===== config.mk =====
export PLATFORM = sky130hd
export DESIGN_NAME = vec_pack_ctrl_flat
export DESIGN_NICKNAME = d
export VERILOG_FILES = /design/src/rtl/vec_pack_if.sv /design/src/rtl/vec_pack_ctrl.sv /design/src/flat_wrapper.sv
export SDC_FILE = /design/constraint.sdc
export NUM_CORES = 1
export LEC_CHECK = 0
export CAP_MARGIN = 20
export CELL_PAD_IN_SITES_DETAIL_PLACEMENT = 1
export CELL_PAD_IN_SITES_GLOBAL_PLACEMENT = 1
export CORE_ASPECT_RATIO = 1.75
export CORE_MARGIN = 10
export CORE_UTILIZATION = 31
export CTS_CLUSTER_DIAMETER = 120
export DETAILED_ROUTE_END_ITERATION = 16
export PLACE_DENSITY_LB_ADDON = 0.1
export SYNTH_ARGS = -nofsm -noshare
export SYNTH_HDL_FRONTEND = slang
export SYNTH_SLANG_ARGS = --single-unit

===== constraint.sdc =====
create_clock -name clk -period 2 [get_ports clk]
set_input_delay 0.2 -clock clk [delete_from_list [all_inputs] [get_ports clk]]
set_output_delay 0.2 -clock clk [all_outputs]
set_load 0.05 [all_outputs]

===== src/rtl/vec_pack_if.sv =====
// Handshake bundle between the scalar producer, vec_pack_ctrl and the vector write port.
// The s_last signal exists only when VEC_PACK_EARLY_LAST_EN is defined.
interface vec_pack_if #(
    parameter int LANES  = 4,
    parameter int LANE_W = 32
);
    localparam int SEL_W = (LANES > 1) ? $clog2(LANES) : 1;
    localparam int VEC_W = LANES * LANE_W;

    logic             start;
    logic [VEC_W-1:0] base_vec;
    logic             s_valid;
    logic             s_ready;
    logic [LANE_W-1:0] s_data;
`ifdef VEC_PACK_EARLY_LAST_EN
    logic             s_last;
`endif
    logic             v_valid;
    logic             v_ready;
    logic [VEC_W-1:0] v_data;
    logic [SEL_W-1:0] lane_idx;
    logic             busy;

    modport master (
`ifdef VEC_PACK_EARLY_LAST_EN
        output s_last,
`endif
        output start, base_vec, s_valid, s_data, v_ready,
        input  s_ready, v_valid, v_data, lane_idx, busy
    );

    modport slave (
`ifdef VEC_PACK_EARLY_LAST_EN
        input  s_last,
`endif
        input  start, base_vec, s_valid, s_data, v_ready,
        output s_ready, v_valid, v_data, lane_idx, busy
    );
endinterface


===== src/rtl/vec_pack_ctrl.sv =====
// Packs LANES scalars into one vector, one lane per accepted beat, then offers it downstream.
// Define VEC_PACK_EARLY_LAST_EN to let a beat with s_last close the pack before all lanes are filled.
module vec_pack_ctrl #(
    parameter int LANES  = 4,
    parameter int LANE_W = 32
) (
    input  logic       clk,
    input  logic       rst,
    vec_pack_if.slave  bus
);
    localparam int SEL_W = (LANES > 1) ? $clog2(LANES) : 1;
    localparam int VEC_W = LANES * LANE_W;
    localparam logic [SEL_W-1:0] LAST_LANE = SEL_W'(LANES - 1);

    typedef enum logic [1:0] {
        ST_IDLE = 2'd0,
        ST_FILL = 2'd1,
        ST_DONE = 2'd2
    } state_e;

    state_e           state_q, state_d;
    logic [VEC_W-1:0] acc_q, acc_d;
    logic [SEL_W-1:0] lane_q, lane_d;
    logic             beat_last;

`ifdef VEC_PACK_EARLY_LAST_EN
    assign beat_last = (lane_q == LAST_LANE) || bus.s_last;
`else
    assign beat_last = (lane_q == LAST_LANE);
`endif

    // NOTE: state registers use non-blocking assignments so every flop samples pre-edge values.
    always_ff @(posedge clk) begin
        if (rst) begin
            state_q <= ST_IDLE;
            // NOTE: the accumulator is reset too, because v_data must read zero out of reset.
            acc_q   <= '0;
            lane_q  <= '0;
        end else begin
            state_q <= state_d;
            acc_q   <= acc_d;
            lane_q  <= lane_d;
        end
    end

    // NOTE: every output of this block gets a default first, so no path can infer a latch.
    always_comb begin
        state_d = state_q;
        acc_d   = acc_q;
        lane_d  = lane_q;

        unique case (state_q)
            ST_IDLE: begin
                if (bus.start) begin
                    acc_d   = bus.base_vec;
                    lane_d  = '0;
                    state_d = ST_FILL;
                end
            end
            ST_FILL: begin
                if (bus.s_valid) begin
                    acc_d[lane_q*LANE_W +: LANE_W] = bus.s_data;
                    if (beat_last) begin
                        lane_d  = '0;
                        state_d = ST_DONE;
                    end else begin
                        lane_d = lane_q + 1'b1;
                    end
                end
            end
            ST_DONE: begin
                // start in the handshake cycle is deliberately not looked at here.
                if (bus.v_ready) begin
                    state_d = ST_IDLE;
                end
            end
            default: begin
                state_d = ST_IDLE;
            end
        endcase
    end

    // Handshake flags come from the registered state only; no s_valid/v_ready feed-through.
    assign bus.s_ready  = (state_q == ST_FILL);
    assign bus.v_valid  = (state_q == ST_DONE);
    assign bus.busy     = (state_q != ST_IDLE);
    assign bus.v_data   = acc_q;
    assign bus.lane_idx = lane_q;

    a_ready_valid_excl: assert property (@(posedge clk) disable iff (rst)
        !(bus.s_ready && bus.v_valid));

    a_vec_hold: assert property (@(posedge clk) disable iff (rst)
        (bus.v_valid && !bus.v_ready) |=> (bus.v_valid && $stable(bus.v_data)));

    a_lane_in_range: assert property (@(posedge clk) disable iff (rst)
        (bus.lane_idx <= LAST_LANE));
endmodule


===== src/flat_wrapper.sv =====
// flat-port wrapper written by rule: the top's interface ports become plain ports
module vec_pack_ctrl_flat 
#(
    parameter int LANES  = 4,
    parameter int LANE_W = 32
)
  (clk, rst, bus_start, bus_base_vec, bus_s_valid, bus_s_data, bus_v_ready, bus_s_ready, bus_v_valid, bus_v_data, bus_lane_idx, bus_busy);
  vec_pack_if #(.LANES(LANES), .LANE_W(LANE_W)) bus_i ();
  input  logic clk;
  input  logic rst;
  input wire logic [$bits(bus_i.start)-1:0] bus_start;
  input wire logic [$bits(bus_i.base_vec)-1:0] bus_base_vec;
  input wire logic [$bits(bus_i.s_valid)-1:0] bus_s_valid;
  input wire logic [$bits(bus_i.s_data)-1:0] bus_s_data;
  input wire logic [$bits(bus_i.v_ready)-1:0] bus_v_ready;
  output wire logic [$bits(bus_i.s_ready)-1:0] bus_s_ready;
  output wire logic [$bits(bus_i.v_valid)-1:0] bus_v_valid;
  output wire logic [$bits(bus_i.v_data)-1:0] bus_v_data;
  output wire logic [$bits(bus_i.lane_idx)-1:0] bus_lane_idx;
  output wire logic [$bits(bus_i.busy)-1:0] bus_busy;
  assign bus_i.start = bus_start;
  assign bus_i.base_vec = bus_base_vec;
  assign bus_i.s_valid = bus_s_valid;
  assign bus_i.s_data = bus_s_data;
  assign bus_i.v_ready = bus_v_ready;
  assign bus_s_ready = bus_i.s_ready;
  assign bus_v_valid = bus_i.v_valid;
  assign bus_v_data = bus_i.v_data;
  assign bus_lane_idx = bus_i.lane_idx;
  assign bus_busy = bus_i.busy;
  vec_pack_ctrl #(.LANES(LANES), .LANE_W(LANE_W)) u_core (.clk(clk), .rst(rst), .bus(bus_i));
endmodule

==> impl_results.md, run 1 <==
* Outcome: finished, final reports clean
* First-pass GRT wire length at 52000 microns
* Hold Fails Final Rpt at 0
* Startpoint types: flip-flop
* CP Max Fanout at 21
* Share of synthesized registers carrying an async set or reset at 0%
* Layout fillers at 2629
* Largest net degree at the start of global routing at 65
* Hold path endpoint: u_core.bus.v_data[117]
* Slew headroom at 58.4%
* Max Clk Rate at 527 MHz
* Type of the most critical hold path: input port to flip-flop
* Share of layout cells above drive strength 1 at 11.8%
* Area Growth Syn to Fin at 55.1%
* Starting Density at 31.7%
* Syn_nets at 1037
* Sequential share of the synthesized area at 36.5%
* Worst r2r path cells at 6
* Cell Pwr Density at 785 nW/um^2
* Synthesized instance count at 867
* Post-DP HPWL at 25200 microns
* Post-CTS Setup Bufs at 0
* RSZ-0062 raised after global routing: no
* VDD IR max at 0.469 mV
* DR vias at 7936
* Gr usage total at 22.1%
* Final antenna-violating net count at 0
* DR WL/cell at 24.2 microns
* Top Ports at 298
* Site Rows at 73
* Worst Slack Setup Final at 0.101 ns
* Core Region at 22800 sq um
* Placed cells at 1388
* First-pass detailed-route iteration total at 5
* R2R Path Start: u_core.bus.lane_idx[1]
* Finished Layout Cells at 1421
* Most Crowded Layer GR: met2
* CTS root buf: clkbuf_16
* Iter 0 DRT Violations at 479
* Grt ovf at 0
* YS warnings at 0
* Worst Setup Path Type: flip-flop to output pin
* Setup TNS at 0 ns
* Pleak at 3.89 nW
* Fin util at 49.1%
* Resized cells post-CTS at 1
* Initial antenna violation count at 2
* CP arrival at 1.70 ns
* Ranking of synthesized cells by area: dfxtp_1 37%, or3b_1 6.4%, a221oi_1 6.1%
* Residual DRC at 0
* Number of synthesized register bits at 132
* Clock period minus worst slack at 1.90 ns
* Final hold slack at 0.258 ns
* Reg area at 2650 sq um
* Chip width at 135 microns
* CP endpoint kind: output pin
* Post-cts hold buffer count at 0
* Worst Skew at 0.00617 ns
* Height of the die at 222 microns
* Clock-pin slew on the worst setup and hold paths at 0.06 ns
* Area of the mapped netlist at 7230 sq um
* Hold path depth at 2
* Via density at 5.58
* Port Buffer Count at 297
* Post-synth EDFFs at 0
* # clock sinks at 132
* Clock Latency Late Sink at 0.43 ns
* Max-Cap Viols at 0
* Routing usage on met2 at 37.8%
* Slew @ Worst Pin at 0.621 ns
* Die area at 30100 sq um
* Hold Path Origin: rst
* Nets at 1277
* Ys flop type: dfxtp_1
* Worst R2R Setup Slack at 0.16 ns
* Total wire length at 34400 microns
* Yosys cell types at 33
* CTS tree: done
* Leading area contributor after synthesis: dfxtp_1
* Avg Synthesized Cell Area at 8.34 sq um
* Met3 Track Usage GR at 6.06%
* Max clock buf depth at 2
* Final worst path period share at 95.0%
* Crit path required time at 1.80 ns
* Multi-input gate area at 3810 sq um
* Yosys top cell area share at 36.5%
* Routing usage on met1 at 26.0%
* TritonCTS Buffers at 17
* Setup Viol. Count Final at 0
* Worst slack at placement at 0.0461 ns
* GP Congestion at 0.830
* Vias in the first global route at 8296
* H-tree depth at 4
* Final max-slew violation count at 0
* Reg2Reg Capture Point: u_core.bus.v_data[63]
## through the flow
stage | power, mW | area [sq um]
CTS | 8.89 | 11200
detailed placement | 5.73 | 10600
global route | 9.16 | 11200
global placement | 5.70 | 10600
floorplan | 4.56 | 7230
finish | 8.81 | 11200
## power breakdown
group	internal [mW]	switching, mW	total, mW	leakage (nW)
sequential	2.86	0.131	2.99	1.10
clock	1.95	1.20	3.15	0.284
combinational	1.05	1.62	2.67	2.51
total	5.85	2.95	8.81	3.89
## Yosys cell counts (15+ instances only)
library cell	count
a311oi_2	15
a311oi_1	49
inv_1	68
dfxtp_1	132
buf_2	36
nand2_1	62
nand3_1	68
or3b_1	53
a21oi_1	68
nand4_1	66
nor3_1	64
clkbuf_1	57
a221oi_1	50
## layout make-up
cell class,count,area share (%)
Sequential cell,132,23.6
Multi-Input combinational cell,550,34.0
Tap cell,300,3.35
Clock buffer,22,4.32
Clock inverter,9,0.915
Inverter,69,2.31
Timing Repair Buffer,337,31.4
Antenna cell,2,0.0446
## layer usage
metal	share of wire, %	vias to the layer above
met1	41	3902
met2	51	264
met3	5.7	38
met5	0	-
met4	2.2	0
li1	-	3732
## worst max path at each step
stage                                 from                endpoint  depth (start not counted)
finish                   u_core.state_q[1]             bus_s_ready                          4
global route             u_core.state_q[1]             bus_s_ready                          4
CTS                      u_core.state_q[1]             bus_v_valid                          3
detailed placement             bus_s_valid   u_core.bus.v_data[61]                          5
global placement               bus_s_valid   u_core.bus.v_data[60]                          5
floorplan           u_core.bus.lane_idx[0]  u_core.bus.v_data[100]                          7
## logic make-up (layout without fill, tap and decap cells)
| logic type | Yosys count | after routing | synth area share [%] |
|---|---|---|---|
| compound gates | 203 | 203 | 23.3 |
| simple gates | 341 | 341 | 27.6 |
| mux | 1 | 1 | 0.138 |
| buf+inv | 185 | 437 | 11.5 |
| flops | 132 | 132 | 36.5 |
| other cells | 0 | 2 | 0 |
| fa+ha+maj | 5 | 5 | 0.865 |
## worst max-delay path, cell delays in order (launching register included)
cell	delay [ns]
dfxtp_4	0.41
nand2b_2	0.24
inv_2	0.24
buf_12	0.22
buf_12	0.15
## sequential cells by signal, summed over array words and instances (netlist names)
| name | cells |
|---|---|
| u_core.bus.lane_idx | 2 |
| u_core.state_q | 2 |
| u_core.bus.v_data | 128 |
## placed cells by master (no fill, tap or decap), types with 2 or more instances in the layout
master	n
clkbuf_16	17
a21oi_1	66
dfxtp_1	128
a21oi_4	2
buf_12	21
or3b_2	11
a311oi_2	15
clkinv_2	4
a221oi_2	14
clkinvlp_4	3
buf_4	22
nor3b_4	2
diode_2	2
and4b_1	2
or3b_1	53
dfxtp_4	2
clkbuf_8	4
inv_1	68
dfxtp_2	2
a221oi_1	50
bufinv_16	2
nand4_1	66
ha_1	4
nand3_1	67
o21ai_0	4
nor3_1	64
nand2_1	62
clkdlybuf4s50_1	291
a311oi_1	49
nor2_1	3
Power figures use the tool's default switching activity.
==> run 2, diff against run 1 <==
Settings changed: CORE_UTILIZATION 31 to 25.
==> impl_results.md, run 2 (same netlist as run 1, synthesis figures left out) <==
* Chip width at 149 microns (+9.7%)
* Commonest cells after routing, fill and taps aside: 290 x clkdlybuf4s50_1, 128 x dfxtp_1, 68 x inv_1
* Residual DRC at 0 (unchanged)
* P_int at 5.79 mW (-1.1%)
* Worst slack at placement at 0.0234 ns (-0.0227 ns)
* Share of layout cells above drive strength 1 at 11.5% (-0.26 points)
* Worst Skew at 0.0112 ns (+0.00499 ns)
* CP endpoint kind: output pin
* Area Growth Syn to Fin at 55.8%
* Height of the die at 245 microns (+10%)
* Reg2Reg Capture Point: u_core.bus.v_data[39]
* Routing usage on met1 at 22.4% (-3.6 points)
* Grt ovf at 0 (unchanged)
* Worst Slack Setup Final at 0.127 ns (+0.0266 ns)
* Outcome: finished, final reports clean
* Max Clk Rate at 534 MHz (+1.4%)
* Critical Path Start: u_core.bus.v_data[101]
* Placed cells at 1464 (+5.5%)
* Crit path required time at 1.80 ns (about the same)
* Iter 0 DRT Violations at 367 (-23%)
* Via density at 5.23 (-6.4%)
* Vias in the first global route at 8452 (+1.9%)
* Max-Cap Viols at 0 (unchanged)
* H-tree depth at 4 (unchanged)
* CP Max Fanout at 2 (-90%)
* Nets at 1275 (-0.16%)
* Final hold slack at 0.179 ns (-0.0784 ns)
* Site Rows at 82 (+12%)
* Commonest non-fill, non-tap cell in the layout: clkdlybuf4s50_1
* Setup Viol. Count Final at 0 (unchanged)
* Startpoint types: flip-flop
* CTS tree: done
* Initial antenna violation count at 3 (+1)
* First-pass GRT wire length at 54200 microns (+4.1%)
* Total wire length at 36000 microns (+4.9%)
* Port Buffer Count at 297 (unchanged)
* Final max-slew violation count at 0 (unchanged)
* Largest register FFs at 128 (unchanged)
* Combinational power share at 30.4% (about the same)
* Type of the most critical hold path: input port to flip-flop
* Clock period minus worst slack at 1.87 ns (-0.0266 ns)
* Flop pwr share at 34.0% (about the same)
* DR vias at 7835 (-1.3%)
* TritonCTS Buffers at 17 (unchanged)
* Starting Density at 25.3% (-6.4 points)
* Die area at 36400 sq um (+21%)
* Core Region at 28600 sq um (+25%)
* Gr usage total at 19.3% (-2.8 points)
* Cell Pwr Density at 780 nW/um^2 (-0.67%)
* Hold Path Origin: rst
* Clock Latency Late Sink at 0.43 ns (about the same)
* # clock sinks at 132 (unchanged)
* Post-DP HPWL at 26600 microns (+5.8%)
* Final worst path period share at 93.6% (-1.3 points)
* Worst R2R Setup Slack at 0.21 ns (+0.05 ns)
* Top Ports at 298 (unchanged)
* Slew headroom at 57.8% (-0.63 points)
* Worst r2r path cells at 6 (unchanged)
* R2R Path Start: u_core.bus.lane_idx[1]
* GP Congestion at 0.769 (-7.4%)
* VDD IR max at 0.615 mV (+31%)
* Met3 Track Usage GR at 5.14% (-0.92 points)
* Setup TNS at 0 ns (unchanged)
* RSZ-0062 raised after global routing: no
* Hold Fails Final Rpt at 0 (unchanged)
* Crit path depth at 1 (-3)
* Sw Share at 34.1% (+0.58 points)
* Pleak at 3.86 nW (-0.84%)
* Slowest library cell on the worst path: clkdlybuf4s50_1
* Most Crowded Layer GR: met2
* Finished Layout Cells at 1499 (+5.5%)
* Post-CTS Setup Bufs at 0 (unchanged)
* CP cell instances: clkdlybuf4s50_1
* Hold path endpoint: u_core.state_q[1]
* CP top delay family: buffers and inverters
* Routing usage on met2 at 32.4% (-5.3 points)
* DR WL/cell at 24.0 microns (-0.55%)
* Hold path depth at 2 (unchanged)
* CP arrival at 1.67 ns (-0.03 ns)
* Largest net degree at the start of global routing at 65 (unchanged)
* CP peak stage delay at 0.90 ns (+0.49 ns)
* Clock Power Share at 35.6% (-0.2 points)
* Slew @ Worst Pin at 0.631 ns (+0.00940 ns)
* Worst Setup Path Type: flip-flop to output pin
* First-pass detailed-route iteration total at 4 (-1)
* Clock-pin slew on the worst setup and hold paths at 0.06 ns (about the same)
* Max clock buf depth at 2 (unchanged)
* Final antenna-violating net count at 0 (unchanged)
* CP bufs+invs at 1 (-2)
* Net switching power at 3.00 mW (+1.5%)
* CTS root buf: clkbuf_16
==> run 2: cell count changes in the layout (fill, tap and decap cells not counted), sizes merged <==
| cell | change |
|---|---|
| clkbuf | +1 |
| clkdlybuf4s50 | -1 |
| dlymetal6s2s | -1 |
| clkinvlp | -1 |
| clkinv | +1 |
| diode | +1 |
==> run 2: power by group through the flow <==
stage	clock, mW	combinational (mW)	sequential [mW]
CTS	3.22	2.70	2.99
global placement	0	2.68	3.04
floorplan	0	0.775	3.79
detailed placement	0	2.70	3.04
global route	3.33	2.83	3.01
finish	3.13	2.67	2.98
==> run 2: stage by stage <==
| step | util (%) | instance area, sq um | total power [mW] |
|---|---|---|---|
| 2_1_floorplan | - | 7230 | 4.56 |
| 3_3_place_gp | 37.3 | 10700 | 5.72 |
| 3_5_place_dp | 37.3 | 10700 | 5.74 |
| 4_1_cts | 39.3 | 11300 | 8.91 |
| 5_1_grt | 39.4 | 11300 | 9.17 |
| 6_report | 39.4 | 11300 | 8.79 |
==> run 2: final cells by class <==
| type | count | area (sq um) |
|---|---|---|
| Fill cell | 3275 | 17400 |
| Multi-Input combinational cell | 550 | 3830 |
| Timing Repair Buffer | 335 | 3480 |
| Sequential cell | 132 | 2650 |
| Tap cell | 378 | 473 |
| Clock buffer | 23 | 468 |
| Inverter | 69 | 259 |
| Clock inverter | 9 | 104 |
| Antenna cell | 3 | 7.51 |
==> run 2: metal layers <==
layer  up-vias  wire [microns]
li1       3729               -
met5         -               0
met3        47            2120
met1      3824           14700
met4         0            1320
met2       235           17900
==> run 2: worst max path at each step <==
stage | to | slack, ns
detailed placement | u_core.bus.v_data[57] | 0.02
finish | bus_v_data[101] | 0.13
global route | bus_s_ready | 0.05
CTS | bus_v_valid | 0.05
floorplan | u_core.bus.v_data[100] | 0.04
global placement | u_core.bus.v_data[48] | 0.09
==> run 2: repair_timing <==
item / in CTS / in global routing
setup endpoints to repair: 0 / 1
gates resized for setup: 0 / 1
hold buffers: 0 / 0
